--- config.mk ---
export PLATFORM = sky130hd
export DESIGN_NAME = edge_event_detector
export DESIGN_NICKNAME = d
export VERILOG_FILES = /design/src/rtl/edge_det_pkg.sv /design/src/rtl/edge_det_channel.sv /design/src/rtl/edge_event_detector.sv
export SDC_FILE = /design/constraint.sdc
export NUM_CORES = 1
export LEC_CHECK = 0
export ABC_AREA = 1
export ABC_CLOCK_PERIOD_IN_PS = 1950
export CAP_MARGIN = 20
export CORE_MARGIN = 10
export CORE_UTILIZATION = 34
export DETAILED_ROUTE_END_ITERATION = 16
export GPL_ROUTABILITY_DRIVEN = 0
export PLACE_DENSITY = 0.67
export SYNTH_ARGS = -nofsm -noshare
export SYNTH_HDL_FRONTEND = slang
export SYNTH_SLANG_ARGS = --single-unit
export TNS_END_PERCENT = 30
--- constraint.sdc ---
create_clock -name clk -period 1.95 [get_ports clk]
set_input_delay 0.39 -clock clk [delete_from_list [all_inputs] [get_ports clk]]
set_output_delay 0.39 -clock clk [all_outputs]
set_load 0.05 [all_outputs]
--- src/rtl/edge_det_pkg.sv ---
`default_nettype none
// ============================================================================
//  Module      : edge_det_pkg
//  Description : Shared definitions for the edge/event detector. Holds the
//                per-channel edge-select encodings, the supported parameter
//                ranges, and small decode helpers for the mode field.
//  Revision    : 1.0 - initial release
// ============================================================================
package edge_det_pkg;

    // Per-channel edge selection, two bits per channel.
    typedef enum logic [1:0] {
        MODE_OFF  = 2'b00,
        MODE_RISE = 2'b01,
        MODE_FALL = 2'b10,
        MODE_BOTH = 2'b11
    } mode_e;

    // Supported parameter ranges.
    localparam int unsigned NUM_CH_MIN      = 1;
    localparam int unsigned NUM_CH_MAX      = 32;
    localparam int unsigned SYNC_STAGES_MIN = 1;
    localparam int unsigned SYNC_STAGES_MAX = 4;

    // True when the mode field enables rising-edge pulses.
    function automatic logic mode_has_rise(input logic [1:0] m);
        return (mode_e'(m) == MODE_RISE) || (mode_e'(m) == MODE_BOTH);
    endfunction

    // True when the mode field enables falling-edge pulses.
    function automatic logic mode_has_fall(input logic [1:0] m);
        return (mode_e'(m) == MODE_FALL) || (mode_e'(m) == MODE_BOTH);
    endfunction

endpackage
`default_nettype wire

--- src/rtl/edge_det_channel.sv ---
`default_nettype none
// ============================================================================
//  Module      : edge_det_channel
//  Description : One detector channel: synchroniser chain, glitch filter,
//                one-cycle edge pulse generation and sticky event flag.
//  Ports       : clk       - clock, all state on rising edge
//                rst_n     - synchronous active-low reset
//                sig_in    - asynchronous channel input
//                mode      - edge select (off / rise / fall / both)
//                filt_len  - glitch-filter length, 0 = no filtering
//                ev_clear  - level-sensitive sticky-flag clear
//                sig_filt  - filtered, synchronised level
//                pulse_out - one-cycle pulse per accepted edge
//                ev_flag   - sticky event flag
//  Revision    : 1.0 - initial release
// ============================================================================
module edge_det_channel
    import edge_det_pkg::*;
#(
    parameter int unsigned SYNC_STAGES = 2,
    parameter int unsigned FILT_W      = 4,
    parameter logic        IDLE_LEVEL  = 1'b0
) (
    input  logic              clk,
    input  logic              rst_n,
    input  logic              sig_in,
    input  logic [1:0]        mode,
    input  logic [FILT_W-1:0] filt_len,
    input  logic              ev_clear,
    output logic              sig_filt,
    output logic              pulse_out,
    output logic              ev_flag
);

    // ------------------------------------------------------------------
    // Synchroniser chain; stage SYNC_STAGES-1 is the synchronised level.
    // ------------------------------------------------------------------
    logic [SYNC_STAGES-1:0] sync_q;
    logic [SYNC_STAGES-1:0] sync_d;
    logic                   sync_out;

    generate
        if (SYNC_STAGES == 1) begin : g_sync_single
            assign sync_d = sig_in;
        end else begin : g_sync_chain
            assign sync_d = {sync_q[SYNC_STAGES-2:0], sig_in};
        end
    endgenerate

    assign sync_out = sync_q[SYNC_STAGES-1];

    always_ff @(posedge clk) begin
        if (!rst_n) begin
            sync_q <= {SYNC_STAGES{IDLE_LEVEL}};
        end else begin
            sync_q <= sync_d;
        end
    end

    // ------------------------------------------------------------------
    // Glitch filter. The counter measures how long the synchronised level
    // has disagreed with the filtered level. Using >= rather than == means
    // a count already past a freshly reduced filt_len still commits on the
    // next compare instead of wrapping round.
    // ------------------------------------------------------------------
    logic [FILT_W-1:0] cnt_q;
    logic [FILT_W-1:0] cnt_d;
    logic              sig_filt_q;
    logic              sig_filt_d;
    logic              filt_dly_q;

    always_comb begin
        cnt_d      = cnt_q;
        sig_filt_d = sig_filt_q;
        if (sync_out == sig_filt_q) begin
            cnt_d = '0;
        end else if (cnt_q < filt_len) begin
            cnt_d = cnt_q + FILT_W'(1);
        end else begin
            sig_filt_d = sync_out;
            cnt_d      = '0;
        end
    end

    always_ff @(posedge clk) begin
        if (!rst_n) begin
            cnt_q      <= '0;
            sig_filt_q <= IDLE_LEVEL;
            filt_dly_q <= IDLE_LEVEL;
        end else begin
            cnt_q      <= cnt_d;
            sig_filt_q <= sig_filt_d;
            filt_dly_q <= sig_filt_q;
        end
    end

    // ------------------------------------------------------------------
    // Edge gate: purely from registers, so no path from sig_in. Reset
    // loads the filtered level and its delayed copy with the same value,
    // so no edge is seen coming out of reset.
    // ------------------------------------------------------------------
    logic rise;
    logic fall;
    logic pulse;

    assign rise  = sig_filt_q & ~filt_dly_q;
    assign fall  = ~sig_filt_q & filt_dly_q;
    assign pulse = (rise & mode_has_rise(mode)) | (fall & mode_has_fall(mode));

    // ------------------------------------------------------------------
    // Sticky flag: a pulse in the current cycle beats a clear.
    // ------------------------------------------------------------------
    logic flag_q;
    logic flag_d;

    always_comb begin
        flag_d = flag_q;
        if (pulse) begin
            flag_d = 1'b1;
        end else if (ev_clear) begin
            flag_d = 1'b0;
        end
    end

    always_ff @(posedge clk) begin
        if (!rst_n) begin
            flag_q <= 1'b0;
        end else begin
            flag_q <= flag_d;
        end
    end

    assign sig_filt  = sig_filt_q;
    assign pulse_out = pulse;
    assign ev_flag   = flag_q;

endmodule
`default_nettype wire

--- src/rtl/edge_event_detector.sv ---
`default_nettype none
// ============================================================================
//  Module      : edge_event_detector
//  Description : Multi-channel edge/event detector. Each channel is an
//                edge_det_channel instance; the interrupt is the OR of the
//                enabled sticky flags.
//  Ports       : clk, rst_n (sync, active-low)
//                sig_in[NUM_CH]       - asynchronous inputs
//                mode[2*NUM_CH]       - per-channel edge select
//                filt_len[FILT_W]     - shared glitch-filter length
//                irq_en[NUM_CH]       - per-channel interrupt enable
//                ev_clear[NUM_CH]     - per-channel sticky clear
//                sig_filt[NUM_CH]     - filtered levels
//                pulse_out[NUM_CH]    - one-cycle edge pulses
//                ev_flag[NUM_CH]      - sticky event flags
//                irq                  - combined interrupt
//  Revision    : 1.0 - initial release
// ============================================================================
module edge_event_detector
    import edge_det_pkg::*;
#(
    parameter int unsigned        NUM_CH      = 4,
    parameter int unsigned        SYNC_STAGES = 2,
    parameter int unsigned        FILT_W      = 4,
    parameter logic [NUM_CH-1:0]  IDLE_LEVEL  = '0
) (
    input  logic                  clk,
    input  logic                  rst_n,
    input  logic [NUM_CH-1:0]     sig_in,
    input  logic [2*NUM_CH-1:0]   mode,
    input  logic [FILT_W-1:0]     filt_len,
    input  logic [NUM_CH-1:0]     irq_en,
    input  logic [NUM_CH-1:0]     ev_clear,
    output logic [NUM_CH-1:0]     sig_filt,
    output logic [NUM_CH-1:0]     pulse_out,
    output logic [NUM_CH-1:0]     ev_flag,
    output logic                  irq
);

    generate
        for (genvar i = 0; i < NUM_CH; i++) begin : g_ch
            edge_det_channel #(
                .SYNC_STAGES (SYNC_STAGES),
                .FILT_W      (FILT_W),
                .IDLE_LEVEL  (IDLE_LEVEL[i])
            ) u_channel (
                .clk       (clk),
                .rst_n     (rst_n),
                .sig_in    (sig_in[i]),
                .mode      (mode[2*i +: 2]),
                .filt_len  (filt_len),
                .ev_clear  (ev_clear[i]),
                .sig_filt  (sig_filt[i]),
                .pulse_out (pulse_out[i]),
                .ev_flag   (ev_flag[i])
            );
        end
    endgenerate

    // Combinational so that irq_en changes are visible in the same cycle.
    assign irq = |(ev_flag & irq_en);

endmodule
`default_nettype wire

Word-level counts from Yosys, hierarchy flattened
Index checks and enable logic that the tools add are counted.
{ "op_classes": {"add_sub_neg": 4, "magnitude_cmp": 4, "eq_ne": 16, "n_mux": 8, "bitwise": 38, "n_reduce_logical": 21} }
{ "op_table": {"columns": ["cell", "count"], "rows": [
  ["$not 1->1", 17],
  ["$add 4x1->4 const B", 4],
  ["$and 1x1->1", 16],
  ["$eq 2x2->1 const B", 8],
  ["$lt 4x4->1", 4],
  ["$reduce_or 3->1", 4],
  ["$eq 2x1->1 const B", 4],
  ["$logic_or 1x1->1", 8],
  ["$mux 1", 8],
  ["$reduce_and 2->1", 4],
  ["$reduce_bool 2->1", 4],
  ["$and 4x4->4", 1],
  ["$eq 1x1->1", 4],
  ["$or 1x1->1", 4],
  ["$reduce_or 4->1", 1]
]} }
{ "word_totals": {"ff_bits": 36, "in_bits": 26, "word_cells": 111} }

Logic depth before layout (Yosys ltp)
Gate-level depths: netlist of run 1.
{ "logic_depth": {"word_depth": 5, "ltp_mapped": 8, "ltp_nobuf": 8} }

By module
Synthesis of run 1 repeated with hierarchy kept, for this count alone.
{ "unflattened": {"cells_unflattened": 225, "hier_area_um2": 1780.5} }
{ "modules_own_cells": {"columns": ["module", "n_inst", "cells_per_inst", "area_per_inst_um2"], "rows": [
  ["edge_det_channel", 4, 54, 436.7],
  ["edge_event_detector", 1, 9, 33.8]
]} }

Worst setup path after synthesis of run 1
No wires, ideal clock.
{ "synth_path": {"kind": "input -> output", "from": "input port irq_en[0]", "to": "output port irq", "arrival_ns": 0.917, "required_time_ns": 1.560, "slack_ns": 0.643, "stages": 2, "path_buffers": 0, "cell_sequence": "nand2_1 nand4_1"} }
{ "synth_via": {"elab_chain_len": 2} }
{ "synth_rtl": {"columns": ["element", "line", "source"], "rows": [
  ["start: declaration", "edge_event_detector.sv:32", "input logic [NUM_CH-1:0] irq_en,"],
  ["$and 4x4->4", "edge_event_detector.sv:61", "assign irq = |(ev_flag & irq_en);"],
  ["$reduce_or 4->1", "edge_event_detector.sv:61", null],
  ["end: declaration", "edge_event_detector.sv:37", "output logic irq"]
]} }
No other way between the ends.

Worst setup path in the final report of run 1
{ "layout_path": {"from": "register g_ch[2].u_channel.flag_q", "to": "output port ev_flag[2]"} }
{ "layout_lines": {"columns": ["element", "line", "source"], "rows": [
  ["start: declaration", "edge_det_channel.sv:113", "logic flag_q;"],
  ["start signal: assignment", "edge_det_channel.sv:129", "flag_q <= flag_d;"],
  ["end: declaration", "edge_event_detector.sv:36", "output logic [NUM_CH-1:0] ev_flag,"]
]} }
No word-level cell between the ends.

==> impl_metrics.yaml, run 1 <==
run_status:
  status: "finished clean"
synthesis:
  synth-simple-area-share_pct: 19.7
  synthFlopType: "dfxtp_1"
  syn_area_um2: 1730
  synthTopCellsByCount: "44 x nand2_1, 43 x inv_1, 36 x dfxtp_1"
  yosysUniqueCellTypes: 14
  synth_compound_area_share_pct: 8.08
  synth_xor_area_share_pct: 4.04
  synthTopCellsByArea: "dfxtp_1 42%, ha_1 12%, nand2_1 9.5%, inv_1 9.3%, a21oi_1 5.8%"
  synth_top_area_cell: "dfxtp_1"
  synthesis.nets: 268
  synth_edf_count: 0
  synth_top_area_share_pct: 41.6
  syn_inst: 226
  yosysWarnings: 0
  yosys_register_bits: 36
  synthAdderAreaFrac_pct: 11.5
  synth.avg_cell_area_um2: 7.67
  post-synth-top-count-cell: "nand2_1"
  synth_top_family_by_area: "simple AND/OR/NAND/NOR gates"
  synthArstFlopShare_pct: 0
  synth_seq_area_share_pct: 41.6
  synthMuxAreaShare_pct: 0
setup_path:
  cp_slowest_cell: "clkdlybuf4s50_1"
  r2r-start: "g_ch[0].u_channel.cnt_q[3]"
  path_cells: "clkdlybuf4s50_1"
  worstSetupEndpointType: "output port"
  crit_fanout: 3
  critPathMaxStageDelay_ns: 0.82
  path_delay_family: "buffers and inverters"
  cp.arrival_ns: 1.46
  startpoint_type: "flop"
  rr_worst_depth: 4
  cp.depth: 1
  cp.required_ns: 1.56
  path_class: "flop to output port"
  critPathBufInv: 1
  crit_start: "g_ch[2].u_channel.ev_flag"
drt:
  drt_iter0_markers: 30
  vias: 1356
  drtAntennaViolNets: 0
  via_per_inst: 4.13
  drt_pass1_iterations: 3
  routed_wl_mm: 3.36
  drcViolationCount: 0
  routedWlPerCell_um: 10.3
global_routing:
  grt_overflow: 0
  grt_pass1_vias: 1355
  grt_max_degree: 11
  grt_pass1_wl_mm: 5.82
  antenna_found_initial: 0
  grtUsageTotal_pct: 8.62
clock_tree:
  hold_buffers: 0
  htreeDepth: 2
  ctsResizeCount: 0
  numCtsBuffers: 5
  cts_num_sinks: 36
  path_clk_slew_ns: 0.06
  cts_buffer_depth: 2
  clock_latency_ns: 0.28
  post_cts_buffers: 0
  cts_root_buf: "clkbuf_8"
  cts_tree: "yes"
sta:
  hold_violations: 0
  fin_worst_skew_ns: 0.00682
  slew_headroom_pct: 65.6
  tightest_slew_ns: 0.515
  finalMaxSlewViolations: 0
  rsz0062_at_grt: "no"
  worst_slack_ns: 0.104
  fmax_ghz: 0.542
  setup_violations: 0
  finalCriticalPeriod_ns: 1.85
  post-route-period-util_pct: 94.7
  fin_tns_setup_ns: 0
min_path:
  whs_path_depth: 2
  hp-start: "g_ch[1].u_channel.sync_q[0]"
  hold_class: "flop to flop"
placed_design:
  post-place-ws_ns: 0.0764
  placed_area_um2: 2160
  place_hpwl_mm: 2.73
  port_buffers: 38
pwr:
  p_sw_mw: 0.371
  powerDensity_nw_per_um2: 675
  p_int_mw: 1.15
  peakVddDrop_mv: 0.348
  comb_power_share_pct: 14.0
  p_seq_share_pct: 50.8
  pwr-share-clk_pct: 35.2
  switching_share_pct: 24.4
  p_leak_nw: 1.12
floorplanning:
  die_height_um: 91.4
  io_pins: 39
  coreArea_um2: 4820
  initial_utilization_pct: 36.0
  die_area_um2: 8360
  rows: 25
  die_w_um: 91.4
finish:
  drive_above_1_share_pct: 8.43
  fin_util_pct: 46.7
  num_antenna_cells: 0
  nets: 302
  final_area_um2: 2250
  area_growth_pct: 29.8
flow_run:
  max_cap_violations: 0
[kinds of logic after synthesis]
kind of cell,after synthesis
AO/OA/AOI/OAI,28
XOR/XNOR,8
adder cells (fa/ha/maj),16
buffers and inverters,57
flip-flops,36
AND/OR/NAND/NOR,81
[state kept, by name, indices dropped and copies added (netlist names)]
signal	cells
g_ch.u_channel.cnt_q	16
g_ch.u_channel.ev_flag	4
g_ch.u_channel.filt_dly_q	4
g_ch.u_channel.sig_filt	4
g_ch.u_channel.sync_q	8
[placed cells by master (no fill, tap or decap), drive strengths merged]
master	n
nand2	44
inv	43
dfxtp	36
clkdlybuf4s50	29
nor2	24
a21oi	20
ha	16
nand3	12
buf	12
o21ai	8
clkbuf	8
xnor2	4
xor2	4
nand4	1
[power by group through the flow]
stage	clock, mW	sequential (mW)	combinational, mW
final	0.534	0.772	0.212
after global routing	0.590	0.776	0.235
after CTS	0.551	0.773	0.216
after detailed placement	0	0.789	0.216
after global placement	0	0.789	0.214
after floorplan	0	0.785	0.124
[per-layer routing]
metal  wire [um]  share of wire, %  global-route usage [%]  up-vias
li1            -                 -                       -      747
met1        1490                44                    8.84      582
met2        1620                48                    14.5       21
met3         194               5.8                    4.53        6
met4          57               1.7                    3.52        0
met5           0                 0                       0        -
[through the flow]
stage	hold WS, ns	std cells	power (mW)
3_3_place_gp	0.398	320	1.00
3_5_place_dp	0.401	320	1.01
4_1_cts	0.416	328	1.54
6_report	0.412	328	1.52
2_1_floorplan	0.390	226	0.909
5_1_grt	0.432	328	1.60
[worst paths after layout]
check                                end  slack [ns]
max                           ev_flag[2]        0.10
min          g_ch[1].u_channel.sync_q[1]        0.41
max reg2reg   g_ch[0].u_channel.cnt_q[2]        0.72
min reg2reg  g_ch[1].u_channel.sync_q[1]        0.41
[cell type report]
type / count / area [um2]
Timing Repair Buffer: 41 / 443
Tap cell: 67 / 83.8
Sequential cell: 36 / 721
Multi-Input combinational cell: 133 / 752
Inverter: 43 / 161
Fill cell: 509 / 2570
Clock buffer: 8 / 90.1
Power figures use the tool's default switching activity.
==> run 2, diff against run 1 <==
--- a/config.mk
+++ b/config.mk
@@ -13,6 +13,7 @@
 export DETAILED_ROUTE_END_ITERATION = 16
 export GPL_ROUTABILITY_DRIVEN = 0
 export PLACE_DENSITY = 0.67
+export SLEW_MARGIN = 25
 export SYNTH_ARGS = -nofsm -noshare
 export SYNTH_HDL_FRONTEND = slang
 export SYNTH_SLANG_ARGS = --single-unit
==> results of run 2 <==
No change in the layout: final DEF, timing and power equal those of run 1.
==> run 3, diff against run 2 <==
--- a/config.mk
+++ b/config.mk
@@ -8,6 +8,7 @@
 export ABC_AREA = 1
 export ABC_CLOCK_PERIOD_IN_PS = 1950
 export CAP_MARGIN = 20
+export CORE_ASPECT_RATIO = 0.8
 export CORE_MARGIN = 10
 export CORE_UTILIZATION = 34
 export DETAILED_ROUTE_END_ITERATION = 16
==> run 3 against run 2 <==
Net effect:
- clock power up 23%
- non-clock buffer count up 1
- hold slack better by 0.0041 ns
- utilization down 1.0 points
- clock skew down 0.00080 ns
- sequential share of layout area down 0.35 points
- combinational power about the same
- sequential power about the same
- flip-flop and latch count unchanged
- first-iteration DRC count down 20%
- die area up 0.22%
- total power up 8.0%
- critical endpoint is now ev_flag[3]
- highest routed layer unchanged
==> impl_metrics.yaml, run 3 (synthesized netlist as in run 1, its figures left out) <==
setup_path:
  cp_slowest_cell: "clkdlybuf4s50_1"
  worstSetupEndpointType: "output port"
  critPathCapture: "ev_flag[3]"
  path_cells: "clkdlybuf4s50_1"
  r2r_end: "g_ch[2].u_channel.sig_filt"
  path_delay_family: "buffers and inverters"
  path_class: "flop to output port"
  cp.required_ns: 1.56
  cp.arrival_ns: 1.47
  crit_fanout: 3
  startpoint_type: "flop"
  rr_worst_depth: 5
  rrSetupSlack_ns: 0.71
  critPathMaxStageDelay_ns: 0.82
  critPathBufInv: 1
  cp.depth: 1
  r2r-start: "g_ch[2].u_channel.cnt_q[3]"
  crit_start: "g_ch[3].u_channel.ev_flag"
sta:
  post-route-period-util_pct: 95.5
  fin_worst_skew_ns: 0.00602
  setup_violations: 0
  finalMaxSlewViolations: 0
  tightest_slew_ns: 0.509
  fmax_ghz: 0.537
  fin_tns_setup_ns: 0
  slew_headroom_pct: 65.9
  hold_violations: 0
  finalCriticalPeriod_ns: 1.86
  worst_slack_ns: 0.0869
  rsz0062_at_grt: "no"
clock_tree:
  clock_latency_ns: 0.29
  ctsResizeCount: 0
  htreeDepth: 2
  hold_buffers: 0
  cts_buffer_depth: 2
  post_cts_buffers: 0
  cts_tree: "yes"
  path_clk_slew_ns: 0.08
  numCtsBuffers: 5
  cts_num_sinks: 36
  cts_root_buf: "clkbuf_8"
finish:
  largest_reg_flops: 16
  top_register: "g_ch.u_channel.cnt_q"
  num_antenna_cells: 0
  top_regs: "g_ch.u_channel.cnt_q x16, g_ch.u_channel.sync_q x8"
  final_cell_mix: "44 x nand2_1, 43 x inv_1, 36 x dfxtp_1"
  fin_util_pct: 45.7
  area_growth_pct: 31.2
  nets: 303
  drive_above_1_share_pct: 9.54
  final_common_cell: "nand2_1"
drt:
  routedWlPerCell_um: 10.5
  vias: 1339
  drtAntennaViolNets: 0
  drt_pass1_iterations: 4
  routed_wl_mm: 3.40
  drcViolationCount: 0
  via_per_inst: 4.13
  drt_iter0_markers: 24
global_routing:
  grt_max_degree: 13
  grt_pass1_wl_mm: 5.92
  antenna_found_initial: 0
  grtUsageTotal_pct: 8.67
  grt_pass1_vias: 1312
  grt_overflow: 0
floorplanning:
  die_area_um2: 8380
  io_pins: 39
  die_height_um: 83.9
  coreArea_um2: 4980
  initial_utilization_pct: 34.8
  rows: 23
  die_w_um: 99.8
placed_design:
  port_buffers: 38
  place_hpwl_mm: 2.75
  post-place-ws_ns: 0.0858
pwr:
  powerDensity_nw_per_um2: 721
  p_leak_nw: 1.16
  peakVddDrop_mv: 0.396
  total_power_mw: 1.64
min_path:
  whs_path_depth: 2
  hold_class: "flop to flop"
flow_run:
  max_cap_violations: 0
run_status:
  status: "finished clean"
-- run 3: layer usage --
layer	global-route usage, %	vias up	share of wire [%]
met3	5.05	6	7.2
li1	-	752	-
met1	10.2	561	48
met4	2.34	0	1.1
met2	13.0	20	44
met5	0	-	0
-- run 3: final cells by class --
cell class / count / area, um2
multi-input cells: 133 / 752
inverters: 43 / 161
well taps: 62 / 77.6
flip-flops and latches: 36 / 721
clock inverters: 3 / 42.5
clock buffers: 5 / 68.8
fillers: 503 / 2700
repair buffers: 42 / 453
-- run 3: report_power, final --
| part | leakage [nW] | internal [mW] | switching [mW] |
|---|---|---|---|
| Combinational | 0.808 | 0.106 | 0.109 |
| Sequential | 0.293 | 0.756 | 0.0162 |
| Clock | 0.0541 | 0.378 | 0.277 |
| Total | 1.16 | 1.24 | 0.402 |
-- run 3: worst min-delay path by stage --
stage	endpoint	slack (ns)	startpoint
floorplan	g_ch[0].u_channel.sync_q[1]	0.39	g_ch[0].u_channel.sync_q[0]
global placement	g_ch[0].u_channel.sync_q[1]	0.39	g_ch[0].u_channel.sync_q[0]
detailed placement	g_ch[1].u_channel.sync_q[1]	0.40	g_ch[1].u_channel.sync_q[0]
CTS	g_ch[1].u_channel.sync_q[1]	0.42	g_ch[1].u_channel.sync_q[0]
global route	g_ch[1].u_channel.sync_q[1]	0.44	g_ch[1].u_channel.sync_q[0]
finish	g_ch[1].u_channel.sync_q[1]	0.42	g_ch[1].u_channel.sync_q[0]
-- run 3: stage by stage --
step | instance area [um2] | hold WS, ns | cells
after floorplan | 1730 | 0.390 | 226
after global placement | 2160 | 0.394 | 316
after detailed placement | 2160 | 0.402 | 316
after CTS | 2270 | 0.419 | 324
after global routing | 2280 | 0.436 | 324
final | 2280 | 0.416 | 324
